File: config.mk
export PLATFORM = sky130hd
export DESIGN_NAME = neuron_mac_sequencer
export DESIGN_NICKNAME = d
export VERILOG_FILES = /design/src/rtl/nn_pkg.sv /design/src/rtl/mac_operand_mul.sv /design/src/rtl/neuron_mac_sequencer.sv
export SDC_FILE = /design/constraint.sdc
export NUM_CORES = 1
export LEC_CHECK = 0
export ABC_AREA = 1
export BUFFER_PORTS_ARGS = -buffer_cell sky130_fd_sc_hd__buf_2
export CAP_MARGIN = 20
export CORE_MARGIN = 1.5
export CORE_UTILIZATION = 55
export DETAILED_ROUTE_END_ITERATION = 10
export HOLD_SLACK_MARGIN = 0.15
export PLACE_DENSITY = 0.83
export SKIP_CTS_REPAIR_TIMING = 1
export SLEW_MARGIN = 20
export SYNTH_ARGS = -nofsm -noshare
export SYNTH_HDL_FRONTEND = slang
export SYNTH_HIERARCHICAL = 1
export SYNTH_SLANG_ARGS = --single-unit
File: constraint.sdc
create_clock -name clk -period 4.4 [get_ports clk]
set_clock_uncertainty 0.15 [all_clocks]
set_input_delay 0.22 -clock clk [delete_from_list [all_inputs] [get_ports clk]]
set_output_delay 0.22 -clock clk [all_outputs]
set_load 0.02 [all_outputs]
File: src/rtl/nn_pkg.sv
// Shared widths, operand/product/accumulator types and sequencer state encoding
// for the neuron MAC datapath.
package nn_pkg;
    localparam int DATA_W = 8;
    localparam int PROD_W = 16;
    localparam int ACC_W  = 32;

    typedef logic signed [DATA_W-1:0] data_t;
    typedef logic signed [PROD_W-1:0] prod_t;
    typedef logic signed [ACC_W-1:0]  acc_t;

    typedef enum logic [2:0] {
        S_IDLE,
        S_CLEAR,
        S_FEED,
        S_DRAIN,
        S_CAPTURE
    } seq_state_e;
endpackage

File: src/rtl/mac_operand_mul.sv
// Registered signed 8x8->16 multiplier; output is forced to zero whenever the
// operands are not valid, so the accumulator can add it unconditionally.
module mac_operand_mul
    import nn_pkg::*;
(
    input  logic                     clk,
    input  logic                     rst,
    input  logic                     vld,
    input  logic signed [DATA_W-1:0] a,
    input  logic signed [DATA_W-1:0] b,
    output logic signed [PROD_W-1:0] p
);
    prod_t zin_d;
    prod_t zin_q;

    // Operands are sign-extended to the product width first; the full product fits.
    always_comb begin
        zin_d = '0;
        if (vld) begin
            zin_d = prod_t'(a) * prod_t'(b);
        end
    end

    always_ff @(posedge clk) begin
        if (rst) begin
            zin_q <= '0;
        end else begin
            zin_q <= zin_d;
        end
    end

    assign p = zin_q;
endmodule

File: src/rtl/neuron_mac_sequencer.sv
// Drives one neuron's dot product through the external accumulator: clears it,
// walks the x/w memories, drains the product pipe and captures the final sum.
module neuron_mac_sequencer
    import nn_pkg::*;
#(
    parameter int MAX_LEN = 256,
    parameter int ADDR_W  = $clog2(MAX_LEN),
    parameter int LEN_W   = ADDR_W + 1
) (
    input  logic                     clk,
    input  logic                     rst,
    input  logic                     start,
    input  logic [LEN_W-1:0]         len,
    output logic                     busy,
    output logic [ADDR_W-1:0]        x_addr,
    output logic [ADDR_W-1:0]        w_addr,
    input  logic signed [DATA_W-1:0] x_data,
    input  logic signed [DATA_W-1:0] w_data,
    output logic signed [PROD_W-1:0] zin,
    output logic                     acc_rst,
    input  logic signed [ACC_W-1:0]  accum,
    output logic signed [ACC_W-1:0]  result,
    output logic                     done
);
    // Worst-case |sum| is 16384*MAX_LEN, which must stay below 2^31.
    if (MAX_LEN > 65536) begin : g_max_len_check
        $error("MAX_LEN too large for accumulator headroom");
    end

    seq_state_e        state_q, state_d;
    logic [LEN_W-1:0]  len_q, len_d;
    logic [ADDR_W-1:0] index_q, index_d;
    logic              rd_valid_q, rd_valid_d;
    logic              drain_q, drain_d;
    acc_t              result_q, result_d;
    logic              done_q, done_d;

    logic [LEN_W-1:0]  len_clamp;
    logic [LEN_W-1:0]  last_idx;

    assign len_clamp = (len > LEN_W'(MAX_LEN)) ? LEN_W'(MAX_LEN) : len;
    assign last_idx  = len_q - LEN_W'(1);

    always_ff @(posedge clk) begin
        if (rst) begin
            state_q    <= S_IDLE;
            len_q      <= '0;
            index_q    <= '0;
            rd_valid_q <= 1'b0;
            drain_q    <= 1'b0;
            result_q   <= '0;
            done_q     <= 1'b0;
        end else begin
            state_q    <= state_d;
            len_q      <= len_d;
            index_q    <= index_d;
            rd_valid_q <= rd_valid_d;
            drain_q    <= drain_d;
            result_q   <= result_d;
            done_q     <= done_d;
        end
    end

    always_ff @(posedge clk) begin
        if (!rst && state_q == S_IDLE && start) begin
            assert (len <= LEN_W'(MAX_LEN));
        end
    end

    always_comb begin
        state_d    = state_q;
        len_d      = len_q;
        index_d    = index_q;
        drain_d    = 1'b0;
        result_d   = result_q;
        done_d     = 1'b0;
        rd_valid_d = (state_q == S_CLEAR) || (state_q == S_FEED);
        case (state_q)
            S_IDLE: begin
                if (start) begin
                    if (len_clamp == '0) begin
                        result_d = '0;
                        done_d   = 1'b1;
                    end else begin
                        len_d   = len_clamp;
                        state_d = S_CLEAR;
                    end
                end
            end
            S_CLEAR: begin
                index_d = ADDR_W'(1);
                state_d = (len_q > LEN_W'(1)) ? S_FEED : S_DRAIN;
            end
            S_FEED: begin
                index_d = index_q + ADDR_W'(1);
                if ({1'b0, index_q} == last_idx) begin
                    state_d = S_DRAIN;
                end
            end
            S_DRAIN: begin
                // Two cycles: one for the zin register, one for the accumulator add.
                drain_d = ~drain_q;
                if (drain_q) begin
                    state_d = S_CAPTURE;
                end
            end
            S_CAPTURE: begin
                result_d = accum;
                done_d   = 1'b1;
                state_d  = S_IDLE;
            end
            default: state_d = S_IDLE;
        endcase
    end

    always_comb begin
        busy    = (state_q != S_IDLE);
        acc_rst = (state_q == S_CLEAR);
        x_addr  = (state_q == S_FEED) ? index_q : '0;
        w_addr  = x_addr;
        result  = result_q;
        done    = done_q;
    end

    mac_operand_mul u_mul (
        .clk (clk),
        .rst (rst),
        .vld (rd_valid_q),
        .a   (x_data),
        .b   (w_data),
        .p   (zin)
    );
endmodule

==> metrics.txt, run 1 <==
# TYPE chip_impl_metric gauge
chip_impl_metric{name="num_clock_sinks",unit=""} 71
chip_impl_info{name="final_common_cell",value="nand2_1"} 1
chip_impl_metric{name="synth.ff_latch_count",unit=""} 71
chip_impl_metric{name="die_y",unit="um"} 105
chip_impl_metric{name="final_cell_count_no_fill",unit=""} 1077
chip_impl_metric{name="timing.final.hold_violations",unit=""} 0
chip_impl_metric{name="drc",unit=""} 0
chip_impl_info{name="setup.worst_path.class",value="in2reg"} 1
chip_impl_metric{name="power_density",unit="nW/um^2"} 474
chip_impl_metric{name="peakVddDrop",unit="uV"} 311
chip_impl_metric{name="setup_tns",unit="ns"} 0
chip_impl_info{name="cts.root.buffer_cell",value="clkbuf_8"} 1
chip_impl_metric{name="cts_buffer_depth",unit=""} 2
chip_impl_metric{name="globalRouteOverflowTotal",unit=""} 0
chip_impl_metric{name="via_count_of_the_first_global_routing_pass",unit=""} 4887
chip_impl_metric{name="total_leakage_power",unit="nW"} 3.80
chip_impl_metric{name="post_synth_inst_count",unit=""} 792
chip_impl_metric{name="average_wire_length_per_cell_after_detail_routing",unit="um"} 12.8
chip_impl_metric{name="wirelength",unit="um"} 13800
chip_impl_metric{name="yosysWarningCount",unit=""} 6
chip_impl_metric{name="area_growth_syn_to_layout",unit="%"} 22.6
chip_impl_metric{name="detailroute.via_count",unit=""} 5400
chip_impl_metric{name="design.final.nets",unit=""} 1082
chip_impl_metric{name="syn_area_cell",unit="um^2"} 7.27
chip_impl_metric{name="path_max_fanout",unit=""} 8
chip_impl_metric{name="starting_density",unit="%"} 56.3
chip_impl_metric{name="post_synth_num_cell_types",unit=""} 34
chip_impl_metric{name="die_outline_area",unit="um^2"} 11100
chip_impl_metric{name="cell_area_after_technology_mapping",unit="um^2"} 5760
chip_impl_metric{name="drt-vias-per-instance",unit=""} 5.01
chip_impl_metric{name="first_pass_grt_wire_length",unit="um"} 21600
chip_impl_info{name="dominantRegCellSynth",value="dfxtp_1"} 1
chip_impl_metric{name="cts_htree_levels",unit=""} 3
chip_impl_metric{name="fmax",unit="MHz"} 256
chip_impl_metric{name="worst_r2r_path_depth",unit=""} 13
chip_impl_info{name="type_of_element_capturing_the_critical_path",value="register"} 1
chip_impl_metric{name="share_of_post_route_cells_with_drive_strength_above_1",unit="%"} 20.2
chip_impl_metric{name="grtUsageTotal",unit="%"} 23.7
chip_impl_info{name="final_cell_mix",value="nand2_1, inv_1, buf_2, dfxtp_1, nor2_1"} 1
chip_impl_metric{name="ys_async_sr_fraction",unit="%"} 0
chip_impl_metric{name="final_max_slew_viol_count",unit=""} 0
chip_impl_metric{name="cts_inserted_buffers",unit=""} 9
chip_impl_metric{name="drt_pass1_iterations",unit=""} 7
chip_impl_info{name="timing.critical_path.to",value="u_mul/p[14]"} 1
chip_impl_info{name="r2r_start",value="len_q[0]"} 1
chip_impl_metric{name="site_row_count",unit=""} 37
chip_impl_metric{name="dp.cells",unit=""} 1019
chip_impl_metric{name="clkLatencyLatePin",unit="ns"} 0.34
chip_impl_metric{name="layout_min_cycle_time",unit="ns"} 3.91
chip_impl_metric{name="numPortBuffers",unit=""} 126
chip_impl_metric{name="synth-seq-area-share",unit="%"} 24.7
chip_impl_metric{name="worstMarginPinSlew",unit="ns"} 0.641
chip_impl_metric{name="final-setup-viol-count",unit=""} 0
chip_impl_metric{name="period_share",unit="%"} 88.8
chip_impl_info{name="worstReg2RegEnd",value="state_q[1]"} 1
chip_impl_metric{name="die_width",unit="um"} 105
chip_impl_info{name="outcome",value="finished, final reports clean"} 1
chip_impl_metric{name="num-fill-cells",unit=""} 861
chip_impl_metric{name="postSynthNetCount",unit=""} 939
chip_impl_metric{name="design.core.area",unit="um^2"} 10200
chip_impl_metric{name="pin_count_of_the_biggest_net_entering_global_routing",unit=""} 57
chip_impl_metric{name="critPathArrivalTime",unit="ns"} 4.00
chip_impl_info{name="hold_path.class",value="in2reg"} 1
chip_impl_metric{name="post_synth_edffs",unit=""} 0
chip_impl_metric{name="number_of_nets_with_antenna_violations_after_detailed_routing",unit=""} 0
chip_impl_metric{name="dp_hpwl",unit="um"} 9490
chip_impl_metric{name="cp_data_required_time",unit="ns"} 4.49
chip_impl_metric{name="top_level_ports",unit=""} 127
chip_impl_metric{name="antenna_found_initial",unit=""} 1
chip_impl_metric{name="regToRegSetupSlack",unit="ns"} 2.21
chip_impl_info{name="tritoncts_clock_tree",value="built"} 1
chip_impl_metric{name="gp_congestion",unit=""} 0.838
chip_impl_info{name="worst_setup_path_start_kind",value="input port"} 1
chip_impl_metric{name="timing.slew.headroom",unit="%"} 57.2
chip_impl_info{name="startpoint_of_the_most_critical_setup_path",value="w_data[2]"} 1
chip_impl_metric{name="number_of_maximum_capacitance_constraint_violations",unit=""} 0
chip_impl_metric{name="first_iter_violations",unit=""} 385
chip_impl_info{name="rsz0062_at_grt",value="no"} 1
chip_impl_metric{name="cts.clk_slew.worst_paths",unit="ns"} 0.07
[through the flow]
| stage | hold slack (ns) | cell area, um^2 | utilization [%] | power (W) | setup WS, ns |
|---|---|---|---|---|---|
| after floorplan | 0.213 | 5760 | - | 0.00229 | 0.336 |
| after global placement | 0.296 | 6410 | 62.6 | 0.00263 | 0.222 |
| after detailed placement | 0.302 | 6410 | 62.6 | 0.00268 | 0.147 |
| after CTS | -0.0257 | 6650 | 65.0 | 0.00333 | 0.506 |
| after global routing | 0.157 | 7060 | 69.0 | 0.00368 | 0.250 |
| final | 0.158 | 7060 | 69.0 | 0.00335 | 0.495 |
[metal layers]
metal / vias up / global-route usage, % / routed length, um
li1: 2677 / - / -
met1: 2493 / 30.6 / 5810
met2: 189 / 40.0 / 6810
met3: 41 / 4.89 / 732
met4: 0 / 6.95 / 472
met5: - / 0 / 0
[critical path, cell delays in order]
cell and delay [ns]:
buf_2 0.15, nand2_1 0.12, inv_1 0.09, fa_1 0.55
inv_1 0.15, fa_1 0.55, inv_1 0.06, fa_1 0.52
inv_1 0.05, fa_1 0.53, inv_1 0.04, ha_1 0.35
nand2_1 0.10, nor2_1 0.16, nand3_1 0.10, nand3_1 0.11
nand2_1 0.06, nand2_1 0.05, nor2_1 0.04
[worst min path at each step]
stage                     startpoint    endpoint  slack (ns)  cells after the start
after floorplan               len[5]    len_q[5]        0.21                      2
after global placement    result[18]  result[18]        0.30                      2
after detailed placement   result[2]   result[2]        0.30                      2
after CTS                  accum[13]  result[13]       -0.03                      3
after global routing       x_data[0]  u_mul/p[0]        0.16                      4
final                          start  state_q[1]        0.16                      5
[sequential cells by signal (all words and copies together), names as in the netlist]
signal and flops:
done 1, drain_q 1, index_q 8, len_q 9, rd_valid_q 1, result 32, state_q 3, u_mul/p 16
[cells in the mapped netlist, types with 4 or more instances]
cell type / n / share of area, %
o21ai_0: 5 / 0.43
nand2_2: 9 / 0.98
nor2_1: 60 / 3.9
nand3_1: 57 / 5.0
inv_2: 13 / 0.85
clkbuf_1: 27 / 1.8
a22oi_1: 4 / 0.52
nand2_1: 171 / 11
dfxtp_1: 71 / 25
inv_1: 168 / 11
xnor2_1: 4 / 0.61
o21ai_1: 12 / 1.0
buf_4: 8 / 1.0
a211oi_1: 5 / 0.65
buf_2: 4 / 0.35
fa_1: 55 / 19
a21oi_1: 52 / 4.5
ha_1: 32 / 7.0
a211oi_2: 6 / 1.3
nor2_2: 4 / 0.43
[cell families (layout without fill, tap and decap cells)]
| group | Yosys count | after routing | synth area share (%) |
|---|---|---|---|
| flip-flops | 71 | 71 | 24.7 |
| other | 0 | 1 | 0 |
| XOR/XNOR | 7 | 7 | 1.06 |
| AND/OR/NAND/NOR | 313 | 313 | 23.3 |
| adder cells (fa/ha/maj) | 87 | 87 | 26.1 |
| AO/OA/AOI/OAI | 93 | 93 | 9.80 |
| buffers and inverters | 221 | 369 | 15.1 |
[layout make-up]
| class | instances | area [um^2] | share of cell area [%] |
|---|---|---|---|
| Multi-Input combinational cell | 500 | 3470 | 49.1 |
| Sequential cell | 71 | 1420 | 20.1 |
| Timing Repair Buffer | 172 | 1080 | 15.3 |
| Inverter | 181 | 679 | 9.62 |
| Tap cell | 136 | 170 | 2.41 |
| Clock buffer | 9 | 124 | 1.75 |
| Clock inverter | 7 | 120 | 1.70 |
| Antenna cell | 1 | 2.50 | 0.0354 |
[report_power, final]
part,internal [W],switching [W],leakage [nW]
Clock,0.000378,0.000256,0.120
Sequential,0.000720,0.0000531,0.575
Combinational,0.000704,0.00124,3.11
Total,0.00180,0.00155,3.80
Power figures use the tool's default switching activity.
==> inputs of run 2 (changes only) <==
--- a/config.mk
+++ b/config.mk
@@ -8,6 +8,7 @@
 export ABC_AREA = 1
 export BUFFER_PORTS_ARGS = -buffer_cell sky130_fd_sc_hd__buf_2
 export CAP_MARGIN = 20
+export CORE_ASPECT_RATIO = 0.6
 export CORE_MARGIN = 1.5
 export CORE_UTILIZATION = 55
 export DETAILED_ROUTE_END_ITERATION = 10
==> run 2 against run 1 <==
Via count is 1.3% lower. Combinational power is essentially flat. Design area is 0.83% higher. Register-to-register slack got worse by 0.14 ns. First-iteration DRC count fell by 10%. Setup slack got worse by 0.085 ns. Clock power grew 16%. Core utilization rose by 2.0 points. Worst hold slack worse by 0.027 ns. Sequential share of layout area is 0.17 points lower. Critical path depth stayed put. Sequential power grew 0.5%. Critical endpoint unchanged. Highest routed layer unchanged.
==> metrics.txt, run 2 (synthesis results as in run 1) <==
# TYPE chip_impl_metric gauge
chip_impl_info{name="outcome",value="finished, final reports clean"} 1
chip_impl_metric{name="via_count_of_the_first_global_routing_pass",unit=""} 4499
chip_impl_metric{name="final-setup-viol-count",unit=""} 0
chip_impl_metric{name="cp_data_required_time",unit="ns"} 4.47
chip_impl_metric{name="number_of_nets_with_antenna_violations_after_detailed_routing",unit=""} 0
chip_impl_info{name="hold_path.class",value="in2reg"} 1
chip_impl_metric{name="timing.slew.headroom",unit="%"} 50.1
chip_impl_metric{name="period_share",unit="%"} 90.7
chip_impl_metric{name="share_of_post_route_cells_with_drive_strength_above_1",unit="%"} 20.3
chip_impl_metric{name="regArea",unit="um^2"} 1420
chip_impl_metric{name="peakVddDrop",unit="uV"} 275
chip_impl_metric{name="multi_input_gate_area",unit="um^2"} 3470
chip_impl_info{name="critical_path.most_common_cell",value="inv_1"} 1
chip_impl_metric{name="drt-vias-per-instance",unit=""} 4.96
chip_impl_metric{name="path_max_fanout",unit=""} 8
chip_impl_info{name="worst_setup_path_start_kind",value="input port"} 1
chip_impl_info{name="worstPathCellList",value="buf_2 > nand2_1 > inv_1 > fa_1 > inv_1 > fa_1 > inv_1 > fa_1 > inv_1 > fa_1 > inv_1 > ha_1 > nand2_1 > nor2_1 > nand3_1 > nand3_1 > nand2_1 > nand2_1 > nor2_1"} 1
chip_impl_info{name="type_of_element_capturing_the_critical_path",value="register"} 1
chip_impl_metric{name="setup_tns",unit="ns"} 0
chip_impl_info{name="final_common_cell",value="nand2_1"} 1
chip_impl_metric{name="detailroute.via_count",unit=""} 5332
chip_impl_metric{name="top_level_ports",unit=""} 127
chip_impl_metric{name="layout_min_cycle_time",unit="ns"} 3.99
chip_impl_metric{name="power_density",unit="nW/um^2"} 489
chip_impl_metric{name="die_y",unit="um"} 82.3
chip_impl_info{name="cts.root.buffer_cell",value="clkbuf_16"} 1
chip_impl_metric{name="worst_r2r_path_depth",unit=""} 7
chip_impl_metric{name="dpl-instance-area",unit="um^2"} 6410
chip_impl_metric{name="cts.clk_slew.worst_paths",unit="ns"} 0.06
chip_impl_metric{name="grtUsageTotal",unit="%"} 24.3
chip_impl_metric{name="num_clock_sinks",unit=""} 71
chip_impl_metric{name="timing.final.hold_violations",unit=""} 0
chip_impl_info{name="hold_end",value="len_q[4]"} 1
chip_impl_metric{name="worstHoldPathCells",unit=""} 3
chip_impl_metric{name="design.core.area",unit="um^2"} 10000
chip_impl_metric{name="cts_htree_levels",unit=""} 3
chip_impl_metric{name="starting_density",unit="%"} 57.5
chip_impl_metric{name="switching_power",unit="W"} 0.00160
chip_impl_info{name="r2r_start",value="state_q[1]"} 1
chip_impl_info{name="worstReg2RegEnd",value="result[21]"} 1
chip_impl_metric{name="worst_path_largest_cell_delay",unit="ns"} 0.55
chip_impl_metric{name="numPortBuffers",unit=""} 126
chip_impl_metric{name="switching_share",unit="%"} 46.1
chip_impl_info{name="tritoncts_clock_tree",value="built"} 1
chip_impl_metric{name="fmax",unit="MHz"} 251
chip_impl_metric{name="number_of_maximum_capacitance_constraint_violations",unit=""} 0
chip_impl_metric{name="drt_pass1_iterations",unit=""} 5
chip_impl_metric{name="fraction_of_power_consumed_by_combinational_cells",unit="%"} 56.6
chip_impl_metric{name="num-fill-cells",unit=""} 789
chip_impl_metric{name="first_pass_grt_wire_length",unit="um"} 21200
chip_impl_metric{name="design.final.nets",unit=""} 1082
chip_impl_metric{name="die_outline_area",unit="um^2"} 11100
chip_impl_metric{name="part_of_the_power_in_registers",unit="%"} 22.3
chip_impl_info{name="holdCritStartpoint",value="len[4]"} 1
chip_impl_metric{name="gp_congestion",unit=""} 0.887
chip_impl_metric{name="worstMarginPinSlew",unit="ns"} 0.748
chip_impl_metric{name="cts_buffer_depth",unit=""} 2
chip_impl_metric{name="intPower",unit="W"} 0.00188
chip_impl_metric{name="pin_count_of_the_biggest_net_entering_global_routing",unit=""} 57
chip_impl_info{name="critical_path.slowest_cell",value="fa_1"} 1
chip_impl_info{name="startpoint_of_the_most_critical_setup_path",value="w_data[2]"} 1
chip_impl_metric{name="average_wire_length_per_cell_after_detail_routing",unit="um"} 13.0
chip_impl_metric{name="die_width",unit="um"} 135
chip_impl_metric{name="site_row_count",unit=""} 28
chip_impl_metric{name="area_growth_syn_to_layout",unit="%"} 23.6
chip_impl_metric{name="largest_reg_flops",unit=""} 32
chip_impl_metric{name="post-route-cell-area",unit="um^2"} 7120
chip_impl_metric{name="globalRouteOverflowTotal",unit=""} 0
chip_impl_metric{name="total_leakage_power",unit="nW"} 3.83
chip_impl_metric{name="wirelength",unit="um"} 14000
chip_impl_metric{name="antenna_cells_inserted",unit=""} 0
chip_impl_info{name="rsz0062_at_grt",value="no"} 1
chip_impl_metric{name="critPathArrivalTime",unit="ns"} 4.06
chip_impl_metric{name="cts_inserted_buffers",unit=""} 9
chip_impl_metric{name="final_max_slew_viol_count",unit=""} 0
chip_impl_metric{name="clock_power_share",unit="%"} 21.1
chip_impl_info{name="setup.worst_path.class",value="in2reg"} 1
chip_impl_metric{name="drc",unit=""} 0
chip_impl_metric{name="regToRegSetupSlack",unit="ns"} 2.07
chip_impl_metric{name="clkLatencyLatePin",unit="ns"} 0.33
chip_impl_info{name="final_cell_mix",value="nand2_1, inv_1, buf_2, dfxtp_1, nor2_1"} 1
chip_impl_metric{name="antenna_found_initial",unit=""} 0
chip_impl_metric{name="first_iter_violations",unit=""} 345
chip_impl_metric{name="dp_hpwl",unit="um"} 10400
==> run 2: critical path: cells and delay by family <==
family | cells | cell delay, ns
adders and majority gates | 5 | 2.51
and+or+nand+nor | 8 | 0.75
buffers and inverters | 6 | 0.55
==> run 2: cell type report <==
cell class,instances,area share [%]
Clock inverter,6,0.984
Multi-Input combinational cell,500,48.7
Inverter,181,9.54
Timing Repair Buffer,172,15.1
Clock buffer,10,3.36
Tap cell,135,2.37
Sequential cell,71,20.0
==> run 2: power groups by stage <==
stage / Clock (W) / Sequential, W / Combinational (W)
2_1_floorplan: 0 / 0.000827 / 0.00147
3_3_place_gp: 0 / 0.000789 / 0.00186
3_5_place_dp: 0 / 0.000788 / 0.00191
4_1_cts: 0.000749 / 0.000775 / 0.00192
5_1_grt: 0.000781 / 0.000787 / 0.00224
6_report: 0.000734 / 0.000777 / 0.00197
==> run 2: worst max path at each step <==
stage	slack, ns	depth (start not counted)	endpoint
after floorplan	0.34	19	u_mul/p[13]
after global placement	0.20	18	u_mul/p[14]
after detailed placement	0.09	19	u_mul/p[14]
after CTS	0.43	19	u_mul/p[14]
after global routing	0.12	19	u_mul/p[14]
final	0.41	19	u_mul/p[14]
==> run 2: metal layers <==
layer | share of wire, % | track usage [%]
met1 | 50 | 37.6
met2 | 42 | 33.3
met3 | 7.9 | 6.90
met4 | 0.69 | 4.84
met5 | 0 | 0
==> run 2: through the flow <==
step	power, W	util, %	std cells	hold WS (ns)	setup WS (ns)
floorplan	0.00229	-	792	0.213	0.336
global placement	0.00265	64.0	1019	0.297	0.198
detailed placement	0.00269	64.0	1019	0.303	0.0887
CTS	0.00345	67.1	1035	-0.00848	0.428
global route	0.00381	71.1	1075	0.163	0.120
finish	0.00348	71.1	1075	0.131	0.410
